## config.mk

```make
export PLATFORM = sky130hd
export DESIGN_NAME = pipeline_step_controller_flat
export DESIGN_NICKNAME = d
export VERILOG_FILES = /design/src/rtl/pipeline_step_controller_pkg.sv /design/src/rtl/pipeline_step_controller_if.sv /design/src/rtl/pipeline_step_controller_counter.sv /design/src/rtl/pipeline_step_controller.sv /design/src/flat_wrapper.sv
export SDC_FILE = /design/constraint.sdc
export NUM_CORES = 1
export LEC_CHECK = 0
export CAP_MARGIN = 20
export CORE_UTILIZATION = 33
export DETAILED_ROUTE_END_ITERATION = 8
export PLACE_DENSITY_LB_ADDON = 0.12
export SYNTH_ARGS = -nofsm -noshare
export SYNTH_HDL_FRONTEND = slang
export SYNTH_SLANG_ARGS = --single-unit
```

## constraint.sdc

```tcl
create_clock -name clock_in -period 6 [get_ports clock_in]
set_input_delay 1.2 -clock clock_in [delete_from_list [all_inputs] [get_ports clock_in]]
set_output_delay 1.2 -clock clock_in [all_outputs]
set_load 0.01 [all_outputs]
```

## src/rtl/pipeline_step_controller_pkg.sv

```systemverilog
// Shared types and default sizing for the pipeline step controller.
package pipe_ctrl_pkg;
  localparam int CNT_W           = 28;
  localparam int DEFAULT_DIVISOR = 500000;
  localparam int ADV_CNT_W       = 16;

  typedef enum logic [1:0] {
    HALT = 2'd0,
    RUN  = 2'd1,
    STEP = 2'd2
  } ctrl_state_t;
endpackage

```

## src/rtl/pipeline_step_controller_if.sv

```systemverilog
// Control/config handshake and advance outputs of one pipeline step controller.
interface pipeline_step_controller_if #(
  parameter int CNT_W     = pipe_ctrl_pkg::CNT_W,
  parameter int ADV_CNT_W = pipe_ctrl_pkg::ADV_CNT_W
) ();
  logic                     cfg_valid;
  logic [CNT_W-1:0]         cfg_divisor;
  logic                     cfg_ready;
  logic                     run_req;
  logic                     halt_req;
  logic                     step_req;
  logic                     stall;
  logic                     adv;
  logic                     phase;
  pipe_ctrl_pkg::ctrl_state_t state_o;
  logic [ADV_CNT_W-1:0]     adv_count;

  modport master (
    output cfg_valid, cfg_divisor, run_req, halt_req, step_req, stall,
    input  cfg_ready, adv, phase, state_o, adv_count
  );

  modport slave (
    input  cfg_valid, cfg_divisor, run_req, halt_req, step_req, stall,
    output cfg_ready, adv, phase, state_o, adv_count
  );
endinterface

```

## src/rtl/pipeline_step_controller_counter.sv

```systemverilog
// Period counter: counts 0..divisor-1, flags the terminal cycle, holds at terminal under stall.
module pipe_period_counter #(
  parameter int CNT_W = pipe_ctrl_pkg::CNT_W
) (
  input  logic             clk,
  input  logic             rst,
  input  logic             enable,
  input  logic             clear,
  input  logic             stall,
  input  logic [CNT_W-1:0] divisor,
  output logic             terminal,
  output logic             phase
);
  logic [CNT_W-1:0] count_q, count_d;
  logic             at_end;

  // >= keeps the counter from running away if it ever sits past the end
  assign at_end   = (count_q >= (divisor - CNT_W'(1)));
  assign terminal = enable && at_end && !stall;
  assign phase    = enable && (count_q < (divisor >> 1));

  always_comb begin
    count_d = count_q;
    if (clear) begin
      count_d = '0;
    end else if (enable) begin
      if (at_end) begin
        if (!stall) count_d = '0;
      end else begin
        count_d = count_q + CNT_W'(1);
      end
    end
  end

  always_ff @(posedge clk or posedge rst) begin
    if (rst) count_q <= '0;
    else     count_q <= count_d;
  end
endmodule

```

## src/rtl/pipeline_step_controller.sv

```systemverilog
// Issues single-cycle advance strobes at a programmable rate: free-run, single-step, halt, stall-aware.
module pipeline_step_controller
  import pipe_ctrl_pkg::*;
#(
  parameter int CNT_W           = pipe_ctrl_pkg::CNT_W,
  parameter int DEFAULT_DIVISOR = pipe_ctrl_pkg::DEFAULT_DIVISOR,
  parameter int ADV_CNT_W       = pipe_ctrl_pkg::ADV_CNT_W
) (
  input  logic                        clock_in,
  input  logic                        reset,
  pipeline_step_controller_if.slave   bus
);
  ctrl_state_t          state_q, state_d;
  logic [CNT_W-1:0]     divisor_q, divisor_d;
  logic                 adv_q, adv_d;
  logic [ADV_CNT_W-1:0] adv_count_q, adv_count_d;
  logic                 step_prev_q;
  logic                 step_edge;
  logic                 cnt_enable, cnt_clear, terminal, cnt_phase;

  assign step_edge  = bus.step_req && !step_prev_q;
  assign cnt_enable = (state_q != HALT);
  assign cnt_clear  = (state_q == HALT) || bus.halt_req;

  pipe_period_counter #(.CNT_W(CNT_W)) u_counter (
    .clk      (clock_in),
    .rst      (reset),
    .enable   (cnt_enable),
    .clear    (cnt_clear),
    .stall    (bus.stall),
    .divisor  (divisor_q),
    .terminal (terminal),
    .phase    (cnt_phase)
  );

  // Request priority is halt > run > step edge in every state
  always_comb begin
    state_d = state_q;
    adv_d   = 1'b0;
    case (state_q)
      HALT: begin
        if (!bus.halt_req) begin
          if (bus.run_req)    state_d = RUN;
          else if (step_edge) state_d = STEP;
        end
      end
      RUN: begin
        if (bus.halt_req) state_d = HALT;
        else              adv_d   = terminal;
      end
      STEP: begin
        if (bus.halt_req) begin
          state_d = HALT;
        end else begin
          adv_d = terminal;
          if (bus.run_req)   state_d = RUN;
          else if (terminal) state_d = HALT;
        end
      end
      default: state_d = HALT;
    endcase
  end

  always_comb begin
    divisor_d = divisor_q;
    if (bus.cfg_valid && (state_q == HALT)) begin
      divisor_d = (bus.cfg_divisor == '0) ? CNT_W'(1) : bus.cfg_divisor;
    end
    adv_count_d = adv_count_q + {{(ADV_CNT_W-1){1'b0}}, adv_d};
  end

  always_ff @(posedge clock_in or posedge reset) begin
    if (reset) begin
      state_q     <= HALT;
      divisor_q   <= CNT_W'(DEFAULT_DIVISOR);
      adv_q       <= 1'b0;
      adv_count_q <= '0;
      step_prev_q <= 1'b0;
    end else begin
      state_q     <= state_d;
      divisor_q   <= divisor_d;
      adv_q       <= adv_d;
      adv_count_q <= adv_count_d;
      step_prev_q <= bus.step_req;
    end
  end

  assign bus.cfg_ready = (state_q == HALT);
  assign bus.adv       = adv_q;
  assign bus.phase     = cnt_phase;
  assign bus.state_o   = state_q;
  assign bus.adv_count = adv_count_q;
endmodule

```

## src/flat_wrapper.sv

```systemverilog
// flat-port wrapper written by rule: the top's interface ports become plain ports
module pipeline_step_controller_flat import pipe_ctrl_pkg::*;
#(
  parameter int CNT_W           = pipe_ctrl_pkg::CNT_W,
  parameter int DEFAULT_DIVISOR = pipe_ctrl_pkg::DEFAULT_DIVISOR,
  parameter int ADV_CNT_W       = pipe_ctrl_pkg::ADV_CNT_W
)
  (clock_in, reset, bus_cfg_valid, bus_cfg_divisor, bus_run_req, bus_halt_req, bus_step_req, bus_stall, bus_cfg_ready, bus_adv, bus_phase, bus_state_o, bus_adv_count);
  pipeline_step_controller_if #(.CNT_W(CNT_W), .ADV_CNT_W(ADV_CNT_W)) bus_i ();
  input  logic clock_in;
  input  logic reset;
  input wire logic [$bits(bus_i.cfg_valid)-1:0] bus_cfg_valid;
  input wire logic [$bits(bus_i.cfg_divisor)-1:0] bus_cfg_divisor;
  input wire logic [$bits(bus_i.run_req)-1:0] bus_run_req;
  input wire logic [$bits(bus_i.halt_req)-1:0] bus_halt_req;
  input wire logic [$bits(bus_i.step_req)-1:0] bus_step_req;
  input wire logic [$bits(bus_i.stall)-1:0] bus_stall;
  output wire logic [$bits(bus_i.cfg_ready)-1:0] bus_cfg_ready;
  output wire logic [$bits(bus_i.adv)-1:0] bus_adv;
  output wire logic [$bits(bus_i.phase)-1:0] bus_phase;
  output wire logic [$bits(bus_i.state_o)-1:0] bus_state_o;
  output wire logic [$bits(bus_i.adv_count)-1:0] bus_adv_count;
  assign bus_i.cfg_valid = bus_cfg_valid;
  assign bus_i.cfg_divisor = bus_cfg_divisor;
  assign bus_i.run_req = bus_run_req;
  assign bus_i.halt_req = bus_halt_req;
  assign bus_i.step_req = bus_step_req;
  assign bus_i.stall = bus_stall;
  assign bus_cfg_ready = bus_i.cfg_ready;
  assign bus_adv = bus_i.adv;
  assign bus_phase = bus_i.phase;
  assign bus_state_o = bus_i.state_o;
  assign bus_adv_count = bus_i.adv_count;
  pipeline_step_controller #(.CNT_W(CNT_W), .DEFAULT_DIVISOR(DEFAULT_DIVISOR), .ADV_CNT_W(ADV_CNT_W)) u_core (.clock_in(clock_in), .reset(reset), .bus(bus_i));
endmodule
```

Word-level counts from Yosys, hierarchy flattened

Cells that the tools add are included.

Register bits after elaboration: 76
Input bits: 35
Output and inout port bits: 21

Add/subtract/negate cells: 3
$lt $le $gt $ge: 2
Equal/unequal tests: 7
Multiplexer cells: 15
Reduce and logical (&&, ||, !) cells: 15

Operators with widths:

| cell                  | count |
|---|---|
| $mux 28               | 5 |
| $add 28x1->28 const B | 1 |
| $ge 28x28->1          | 1 |
| $logic_not 28->1      | 1 |
| $lt 28x27->1          | 1 |
| $sub 28x1->28 const B | 1 |
| $add 16x1->16         | 1 |
| $mux 2                | 7 |
| $ne 3x2->1 const B    | 2 |
| $pmux 2 s3            | 1 |
| $logic_and 1x1->1     | 5 |
| $ne 2x2->1 const B    | 2 |
| $ne 4x3->1 const B    | 1 |
| $reduce_and 4->1      | 1 |
| $reduce_bool 2->1     | 2 |
| $eq 2x1->1 const B    | 1 |
| $eq 2x2->1 const B    | 1 |
| $logic_not 1->1       | 2 |
| $logic_not 2->1       | 1 |
| $mux 1                | 2 |
| $reduce_and 2->1      | 1 |
| $reduce_or 2->1       | 1 |
| $logic_or 1x1->1      | 1 |

Logic depth before layout (Yosys ltp)

Depth in word-level cells: 8
Depth in mapped cells: 21

By module

From an unflattened synthesis, not the netlist that was laid out.

Cells, all modules: 561
Area total of the unflattened synthesis: 5,392.7 sq um

By module, submodules not included:

| module                   | instances | cells each | area each (sq um) |
|---|---|---|---|
| pipe_period_counter      | 1         | 408        | 3,349.5 |
| pipeline_step_controller | 1         | 153        | 2,043.2 |

Worst setup path before layout

No wires, ideal clock.

Path type: reg2reg
Start point: reg u_core.divisor_q[3]
End point: reg u_core.adv_count_q[14], in the netlist u_core.bus.adv_count[14]
Library setup time: 79 ps
Arrival time: 4,398 ps
Setup slack: 1,523 ps
Cell stages (with the launch flop): 20
Period minus slack after synthesis: 4,477 ps
Cells stage by stage: dfrtp_1 > nor4_4 > nand3_1 > or4_4 > nand2b_4 > nor2_1 > nand2_1 > xnor2_1 > ha_1 > nand4_1 > nor4_1 > o31ai_2 > and2_2 > or3_1 > nor3b_1 > ha_1 > ha_1 > nand3_1 > nor2_1 > xor2_1

Word-level cells in the longest chain between the ends: 7

RTL lines:

| what                           | line                                                           | RTL |
|---|---|---|
| start, declared                | pipeline_step_controller.sv:14                                 | `logic [CNT_W-1:0] divisor_q, divisor_d;` |
| start signal, assigned         | pipeline_step_controller.sv:75                                 | `divisor_q <= CNT_W'(DEFAULT_DIVISOR);` |
| start signal, assigned         | pipeline_step_controller.sv:81                                 | `divisor_q <= divisor_d;` |
| $sub 28x1->28                  | pipeline_step_controller_counter.sv:18                         | `assign at_end = (count_q >= (divisor - CNT_W'(1)));` |
| $ge 28x28->1                   | pipeline_step_controller_counter.sv:18                         |  |
| $logic_and 1x1->1 (2 in a row) | pipeline_step_controller_counter.sv:19                         | `assign terminal = enable && at_end && !stall;` |
| $mux 1                         | pipeline_step_controller.sv:48, pipeline_step_controller.sv:52 |  |
| $mux 1                         | --                                                             |  |
| net u_core.adv_d               | pipeline_step_controller.sv:15                                 | `logic adv_q, adv_d;` |
| $add 16x1->16                  | pipeline_step_controller.sv:69                                 | `adv_count_d = adv_count_q + {{(ADV_CNT_W-1){1'b0}}, adv_d};` |
| net u_core.adv_count_d[14]     | pipeline_step_controller.sv:16                                 | `logic [ADV_CNT_W-1:0] adv_count_q, adv_count_d;` |
| end signal, assigned           | pipeline_step_controller.sv:83                                 | `adv_count_q <= adv_count_d;` |
| end, declared                  | pipeline_step_controller.sv:16                                 |  |

The timed path passes the listed nets, and every way through them passes these cells.
A chain may end at the register's enable or synchronous reset.

Worst setup path after layout

Same ends and word-level chain as after synthesis.

==> metrics.md <==
| Metric | Value |
|---|---|
| Post-Synthesis Cell Area | `5350 um^2` |
| Pin count of the biggest net entering global routing | `77` |
| Largest area contributor in the netlist | `dfrtp_1` |
| Area growth from synthesis to layout | `21.2%` |
| CTS Sinks | `76` |
| Port Buf Inserts | `55` |
| Die Ht | `129 um` |
| DRT Wirelength | `12900 um` |
| Hold Vio Cnt, Final | `0` |
| Row cnt | `46` |
| Worst hold path type | `flip-flop to flip-flop` |
| Post-route cell area | `6490 um^2` |
| FMAX | `0.183 GHz` |
| RSZ-0062 raised after global routing | `no` |
| Synthesized instance count | `568` |
| Initial core utilization | `33.7%` |
| Clk_skew | `0.00465 ns` |
| Post-DR wirelength/cell | `15.2 um` |
| Max_slew headroom | `40.2%` |
| Post-synth top area share | `32.3%` |
| Slew @ Worst Pin | `0.897 ns` |
| Sequential area share after synthesis | `35.7%` |
| Hold path start | `u_core.bus.adv_count[15]` |
| Min Hold Slack | `0.495 ns` |
| Worst Hold Endpoint | `u_core.bus.adv_count[15]` |
| Max Transition Viols Final | `0` |
| DR vias | `4366` |
| Max Cap Viol | `0` |
| Root buf cell | `clkbuf_16` |
| Antenna-violating nets left | `0` |
| Post-route minimum period | `5.46 ns` |
| Drt first pass iters | `4` |
| Top_reg_cell synth | `dfrtp_1` |
| Synth top area cells | `dfrtp_1 (32%), ha_1 (14%), mux2_2 (5.9%), xnor2_1 (5.9%), dfstp_2 (3.4%)` |
| Share of layout cells above drive strength 1 | `10.7%` |
| Total CTS buffers | `9` |
| Reg clk slew, reported paths | `0.06 ns` |
| Die extent in x | `129 um` |
| Setup crit end kind | `flip-flop` |
| WHS Path Cells | `1` |
| Crit path arrival time | `5.73 ns` |
| Max IR drop VDD | `143 uV` |
| Total Routing Usage GR | `16.9%` |
| CTS tree | `yes` |
| Fin crit share | `91.1%` |
| Io pins | `56` |
| Pwr Total | `2150 uW` |
| GPL Wtd Cong | `0.844` |
| Total Neg Setup Slack | `0 ns` |
| Postcts setup bufs | `0` |
| Leakage power | `0.00290 uW` |
| Outcome | `finished, final reports clean` |
| Core ar. | `15900 um^2` |
| Cell Area, Placed | `6150 um^2` |
| Hold Buf Count CTS | `0` |
| Vias in the first global route | `4344` |
| Die area | `16700 um^2` |
| H-tree depth | `3` |
| ANT cells | `0` |
| Total grt overflow | `0` |
| Avg Synthesized Cell Area | `9.42 um^2` |
| Post-synth EDFFs | `0` |
| YS warnings | `0` |
| Reg2Reg Setup Slack | `0.54 ns` |
| Starting DRT DRC Count | `227` |
| Final nets | `724` |
| Net Count, Synth | `664` |
| CP Launch Type | `flip-flop` |
| First-pass GRT wire length | `22000 um` |
| Netlist cell types | `52` |
| R2r startpoint | `u_core.divisor_q[3]` |
| CP Max Fanout | `6` |
| Longest Clk Path Bufs | `2` |
| Initial antenna violation count | `0` |
| Dpl hpwl | `9860 um` |
| Worst reg-to-reg path cell count | `18` |
| Worst endpoint required time | `6.26 ns` |
| Post-route DRC | `0` |
| Share of flip-flops with an asynchronous set or reset | `100%` |
| Cell Pwr Density | `331 nW/um^2` |
| Post-CTS sizing | `0` |
| FF+latch count, synth | `76` |
| RR Endpoint | `u_core.bus.adv_count[14]` |
| Routed vias/inst | `5.14` |
| Final number of setup-violating endpoints | `0` |
| Worst skew pair latency | `0.34 ns` |
| CP Class | `flip-flop to flip-flop` |
-- worst max-delay path, cell delays in order, from the launching register on --
cell and delay (ns):
dfrtp_1 0.44, nor4_4 0.45, nand3_1 0.17, nor4_2 0.41
nand2_1 0.14, or3_1 0.40, xnor2_1 0.14, ha_1 0.29
nand4_1 0.17, nor4_1 0.57, o31ai_2 0.21, and2_2 0.26
or3_1 0.34, nor3b_1 0.29, ha_1 0.30, ha_1 0.30
nand3_1 0.17, nor2_1 0.15, xor2_1 0.16
-- per-layer routing --
metal,GRT usage [%],part of all wire (%)
met1,23.7,51
met2,25.4,43
met3,2.60,3.7
met4,8.24,2.7
met5,0,0
-- worst max-delay path by stage --
stage / from / to / slack [ns] / cells after the start
2_1_floorplan: u_core.divisor_q[3] / u_core.bus.adv_count[14] / 1.52 / 19
3_3_place_gp: u_core.divisor_q[3] / u_core.bus.adv_count[12] / 0.71 / 18
3_5_place_dp: u_core.divisor_q[3] / u_core.bus.adv_count[14] / 0.56 / 18
4_1_cts: u_core.divisor_q[3] / u_core.bus.adv_count[14] / 0.53 / 19
5_1_grt: u_core.divisor_q[3] / u_core.bus.adv_count[12] / 0.01 / 18
6_report: u_core.divisor_q[3] / u_core.bus.adv_count[14] / 0.54 / 18
-- cells by family after synthesis --
kind of cell	after synthesis	share of synthesized area, %
xor gates and xnor gates	41	6.71
adders and majority gates	61	14.3
AOI/OAI and AO/OA	101	11.9
DFF	76	35.7
buffers and inverters	54	4.02
and+or+nand+nor	202	20.6
muxes	33	6.83
-- sequential cells by signal, summed over array words and instances (netlist names) --
signal and count:
u_core.bus.adv_count 16, u_core.bus.adv 1, u_core.u_counter.count_q 28, u_core.divisor_q 28
u_core.step_prev_q 1, u_core.bus.state_o 2
-- cell usage in the layout, fill, tap and decap left out, types with 9 or more instances in the layout --
cell and count:
a21o_1 11, a21oi_1 28, and3_1 13, clkbuf_16 9, clkdlybuf4s50_1 55, dfrtp_1 69
ha_1 61, inv_1 42, mux2_2 28, nand2_1 49, nand3_1 31, nand4_1 16
nor2_1 29, nor3_1 17, nor4_1 11, o21ai_0 27, xnor2_1 36
-- layout make-up --
type	instances	area [um^2]
Clock buffer	11	243
Clock inverter	5	61.3
Fill cell	1636	9400
Inverter	43	163
Multi-Input combinational cell	438	3230
Sequential cell	76	1910
Tap cell	216	270
Timing Repair Buffer	60	608
-- through the flow --
step | utilization, % | worst slack (ns) | instances
after global routing | 40.8 | 0.0132 | 849
after floorplan | - | 1.52 | 568
after detailed placement | 38.7 | 0.561 | 832
after CTS | 40.7 | 0.526 | 848
final | 40.8 | 0.535 | 849
after global placement | 38.7 | 0.708 | 832
-- power by group --
| group | leakage [uW] | switching [uW] | internal, uW |
|---|---|---|---|
| sequential | 0.000984 | 147 | 640 |
| combinational | 0.00178 | 410 | 395 |
| clock | 0.000138 | 221 | 334 |
-- synth_stat cells, types with 2 or more instances --
master and instances:
a221o_1 2, a21oi_1 29, dfrtp_1 69, inv_1 43, o21ai_0 27, nand2b_1 3
nand3_1 31, nor2_1 29, xnor2_1 36, and2_1 4, nor4_1 11, ha_1 61
xor2_1 5, nor3_1 17, mux2i_1 5, and4_1 5, nand2_1 49, clkbuf_1 7
a31oi_1 8, and3_1 13, a41oi_1 2, a21o_1 11, a22o_1 4, or3_1 3
o211ai_1 2, o21a_1 6, mux2_2 28, nor3b_1 2, nand4b_1 2, a2111oi_0 2
a211oi_1 2, nand4_1 16, nor4_4 2, buf_4 3, nor2b_1 6, dfstp_2 7
(Power assumes the default switching activity.)
